==> src/rtl/dwrr.sv <==
// dwrr: deficit-weighted round-robin scheduler with a one-hot, same-cycle pop grant.
// Define DWRR_DEFICIT_CLEAR_EN to zero an idle queue's deficit when the pointer leaves it.
module dwrr #(
  parameter int NUM_REQS = 4,
  parameter int QWID     = 128,
  parameter int PSIZE    = 128
) (
  input  logic                     clk,
  input  logic                     rst,
  input  logic                     blk,
  input  logic [NUM_REQS-1:0]      reqs,
  input  logic [NUM_REQS*QWID-1:0] input_quantums,
  output logic [NUM_REQS-1:0]      gnt
);

  localparam int PW = (NUM_REQS > 1) ? $clog2(NUM_REQS) : 1;
  localparam logic [QWID-1:0] COST = QWID'(PSIZE);

  logic [PW-1:0]   ptr_q, ptr_d;
  logic            act_q, act_d;
  logic [QWID-1:0] def_q [NUM_REQS];
  logic [QWID-1:0] def_d [NUM_REQS];

  logic [PW-1:0]   sel;
  logic [PW-1:0]   nxt;
  logic [QWID-1:0] cur_def;
  logic [QWID-1:0] qsel;
  logic [QWID:0]   sum;
  logic [QWID-1:0] sum_sat;
  logic            elig;

  assign cur_def = def_q[ptr_q];
  assign elig    = act_q & reqs[ptr_q] & (cur_def >= COST);
  assign nxt     = (ptr_q == PW'(NUM_REQS - 1)) ? '0 : ptr_q + 1'b1;

  // First requester at or after ptr, with wrap; lowest offset wins.
  always_comb begin
    sel = ptr_q;
    for (int k = NUM_REQS - 1; k >= 0; k--) begin
      if (reqs[(int'(ptr_q) + k) % NUM_REQS]) begin
        sel = PW'((int'(ptr_q) + k) % NUM_REQS);
      end
    end
  end

  assign qsel    = input_quantums[int'(sel)*QWID +: QWID];
  assign sum     = {1'b0, def_q[sel]} + {1'b0, qsel};
  assign sum_sat = sum[QWID] ? '1 : sum[QWID-1:0];

  always_comb begin
    gnt = '0;
    if (elig && !blk) begin
      gnt[ptr_q] = 1'b1;
    end
  end

  always_comb begin
    ptr_d = ptr_q;
    act_d = act_q;
    for (int i = 0; i < NUM_REQS; i++) begin
      def_d[i] = def_q[i];
    end
    if (!act_q) begin
      if (|reqs) begin
        ptr_d      = sel;
        act_d      = 1'b1;
        def_d[sel] = sum_sat;
      end
    end else if (elig) begin
      if (!blk) begin
        def_d[ptr_q] = cur_def - COST;
      end
    end else begin
      ptr_d = nxt;
      act_d = 1'b0;
`ifdef DWRR_DEFICIT_CLEAR_EN
      if (!reqs[ptr_q]) begin
        def_d[ptr_q] = '0;
      end
`endif
    end
  end

  always_ff @(posedge clk or negedge rst) begin
    if (!rst) begin
      ptr_q <= '0;
      act_q <= 1'b0;
      for (int i = 0; i < NUM_REQS; i++) begin
        def_q[i] <= '0;
      end
    end else begin
      ptr_q <= ptr_d;
      act_q <= act_d;
      for (int i = 0; i < NUM_REQS; i++) begin
        def_q[i] <= def_d[i];
      end
    end
  end

endmodule

==> config.mk <==
export PLATFORM = sky130hd
export DESIGN_NAME = dwrr
export DESIGN_NICKNAME = d
export VERILOG_FILES = /design/src/rtl/dwrr.sv
export SDC_FILE = /design/constraint.sdc
export NUM_CORES = 2
export LEC_CHECK = 0
export CAP_MARGIN = 20
export CELL_PAD_IN_SITES_DETAIL_PLACEMENT = 2
export CELL_PAD_IN_SITES_GLOBAL_PLACEMENT = 2
export CORE_ASPECT_RATIO = 2
export CORE_UTILIZATION = 33
export CTS_CLUSTER_DIAMETER = 100
export CTS_CLUSTER_SIZE = 28
export DETAILED_ROUTE_END_ITERATION = 8
export GPL_ROUTABILITY_DRIVEN = 0
export PLACE_DENSITY_LB_ADDON = 0.12
export SLEW_MARGIN = 20
export SYNTH_ARGS = -nofsm -noshare
export SYNTH_HDL_FRONTEND = slang
export SYNTH_SLANG_ARGS = --single-unit
==> constraint.sdc <==
create_clock -name clk -period 7.37 [get_ports clk]
set_clock_uncertainty 0.1 [all_clocks]
set_input_delay 0.737 -clock clk [delete_from_list [all_inputs] [get_ports clk]]
set_output_delay 0.737 -clock clk [all_outputs]
set_load 0.01 [all_outputs]
==> run_results.csv <==
group,metric,value,unit
status,outcome,"completed",
place,port_buffers,522,
yosys,netlist_area,43400,um^2
final_layout,layout.nets,5955,
floorplanning,die-area,133000,um^2
timing,finalSetupViolations,0,
yosys,avgSynthCellArea,9.73,um^2
final_layout,drive_gt1_frac,0.226,
yosys,ys_seq_area_frac,0.297,
floorplanning,chipHeight,515,um
global_route,antenna_found_initial,2,
yosys,syn-num-nets,5116,
route,first_pass_iters,5,
global_route,grt_first_pass_wirelength,355,mm
place,pre_cts_slack,-0.664,ns
floorplanning,dieWidth,259,um
clocking,cts_root_buf,"clkbuf_16",
floorplanning,placementRows,188,
clocking,insertion_delay,0.70,ns
yosys,yosysUniqueCellTypes,95,
yosys,synth-async-reset-ratio,1.00,
timing,fin_crit,7.34,ns
worst_setup_path,path_class,"reg2reg",
clocking,numCtsBuffers,24,
worst_setup_path,cp_common_cell,"buf_4",
clocking,clk_pin_slew,0.12,ns
global_route,grt_start_max_net_pins,143,
yosys,synth-main-ff-cell,"dfrtp_1",
floorplanning,core,131000,um^2
final_layout,final_area,56000,um^2
route,drt-wirelength-per-cell,35.3,um
timing,fin_ws,0.0322,ns
timing,hold_viol_final,0,
floorplanning,io_pins,523,
global_route,overflow,0,
route,antenna_left,0,
route,totalWireLength,248,mm
yosys,yosysWarnings,0,
route,viasPerCell,6.53,
clocking,clkSinkCount,515,
worst_setup_path,worstPathArrival,7.83,ns
worst_setup_path,slowest_delay,0.57,ns
route,routed-via-count,45900,
timing,worst_slew_pin_slew,1.16,ns
place,postPlaceCellArea,54800,um^2
clocking,cts_tree,"done",
yosys,ys_ff_latch,515,
floorplanning,start_util,0.332,
worst_setup_path,cp-start-kind,"register",
job,max_cap_violations,0,
timing,slew_violations,0,
worst_setup_path,slowest_stage,"or4_1",
min_path,hold_class,"reg2reg",
yosys,syn_inst,4463,
yosys,synth_edf_count,0,
global_route,first_global_vias,51300,
worst_setup_path,worstSetupEndpointType,"register",
global_route,grtUsageTotal,0.366,
route,route.detailed.drc,0,
clocking,clk_path_buf_depth,3,
timing,period_share,0.996,
final_layout,syn2layout_area_growth,28.8,%
worst_setup_path,critPathTopFamily,"simple AND/OR/NAND/NOR gates",
timing,slew_headroom,0.226,
place,hpwl,185,mm
route,drt_iter0_drc,3051,
timing,holdWs,0.428,ns
worst_setup_path,timing.critical_path.buf_inv,8,
final_layout,postLayoutCoreUtil,0.428,
worst_setup_path,worstPathMaxFanout,12,
clocking,htree_levels,1,
timing,rsz0062_at_grt,"yes",
worst_setup_path,required,7.87,ns
timing,fmax,0.136,GHz
[what timing repair did]
item,in CTS,in global routing
endpoints found under the hold margin,47,0
setup buffers,1,13
cloned,0,3
pin swaps,1,8
resized for setup,11,46
hold buffers,1,0
endpoints found under the setup margin,32,359
[Yosys cell counts (all sizes together) (43+ instances only)]
master | count | area (um^2)
ha | 133 | 1660
nor3 | 87 | 465
a21o | 45 | 338
o22ai | 237 | 1480
a22o | 232 | 2030
inv | 57 | 214
clkbuf | 204 | 767
xnor2 | 147 | 1290
o221ai | 79 | 692
nand2 | 424 | 1610
nand3 | 43 | 220
nor2 | 396 | 1510
dfrtp | 515 | 12900
o21ai | 302 | 1540
nand4 | 73 | 457
buf | 163 | 1000
mux4 | 386 | 8700
a21oi | 315 | 1590
xor2 | 83 | 734
[worst register-to-register path: cells and delay by family (launching register included)]
kind	cells	cell delay, ns
and+or+nand+nor	7	2.14
AOI/OAI and AO/OA	8	1.53
buffers and inverters	8	1.37
muxes	2	0.93
adders and majority gates	2	0.72
DFF	1	0.48
[metrics by stage]
step                      instances  setup TNS [ns]
after CTS                      7007               0
after detailed placement       6968          -48.34
after global placement         6968          -34.21
final                          7025               0
after global routing           7024        -0.00274
after floorplan                4463           -5.78
[final timing paths]
kind                            slack (ns)      start    endpoint  cells past startpoint
worst max register to register        0.03   ptr_q[0]  def_q[470]                     27
min in group asynchronous             0.44        rst  def_q[249]                      2
max in group asynchronous             4.87        rst  def_q[418]                      4
worst min-delay path                  0.43  def_q[80]   def_q[80]                      2
worst max-delay path                  0.03   ptr_q[0]  def_q[470]                     27
worst min register to register        0.43  def_q[80]   def_q[80]                      2
[cell type report]
class	count	area, um^2
inverters	57	218
flip-flops and latches	515	12900
well taps	1710	2140
clock buffers	27	633
repair buffers	1179	11000
fillers	14100	74800
diodes	2	5.00
multi-input cells	3525	29000
clock inverters	10	121
[per-layer routing]
metal  vias up  track usage  routed length [um]
met3       850       0.0408               12100
met5         -            0                   0
met2      2000        0.661              128000
met1     24000        0.368               82000
li1      19100            -                   -
met4         0        0.323               25900
[cell families (layout without fill, tap and decap cells)]
family	count (synthesis)	in the layout	synth area share
flops	515	515	0.297
compound gates	1549	1550	0.240
fa+ha+maj	134	134	0.0388
mux	392	392	0.202
simple gates	1219	1219	0.131
other cells	0	2	0
xor+xnor	230	230	0.0465
buf+inv	424	1273	0.0456
[layout by cell type (no fill, tap or decap), types with 45 or more instances in the layout]
cell type          n
nor3_1            78
nor2_1           385
o21ai_0          273
a22o_1           232
ha_1             133
xor2_1            81
mux4_2           384
xnor2_1          146
o221ai_1          79
a21o_1            45
inv_1             53
o22ai_1          237
nand2_1          408
nand4_1           73
buf_4            592
dfrtp_1          513
a21oi_1          305
buf_12            57
clkdlybuf4s50_1  521
[flip-flops by register name, summed over array words and instances, names as in the netlist]
register,count
def_q,512
ptr_q,2
act_q,1
Power is not shown: default switching activity piles up to over one toggle a cycle in this logic, so the estimate is an artifact.
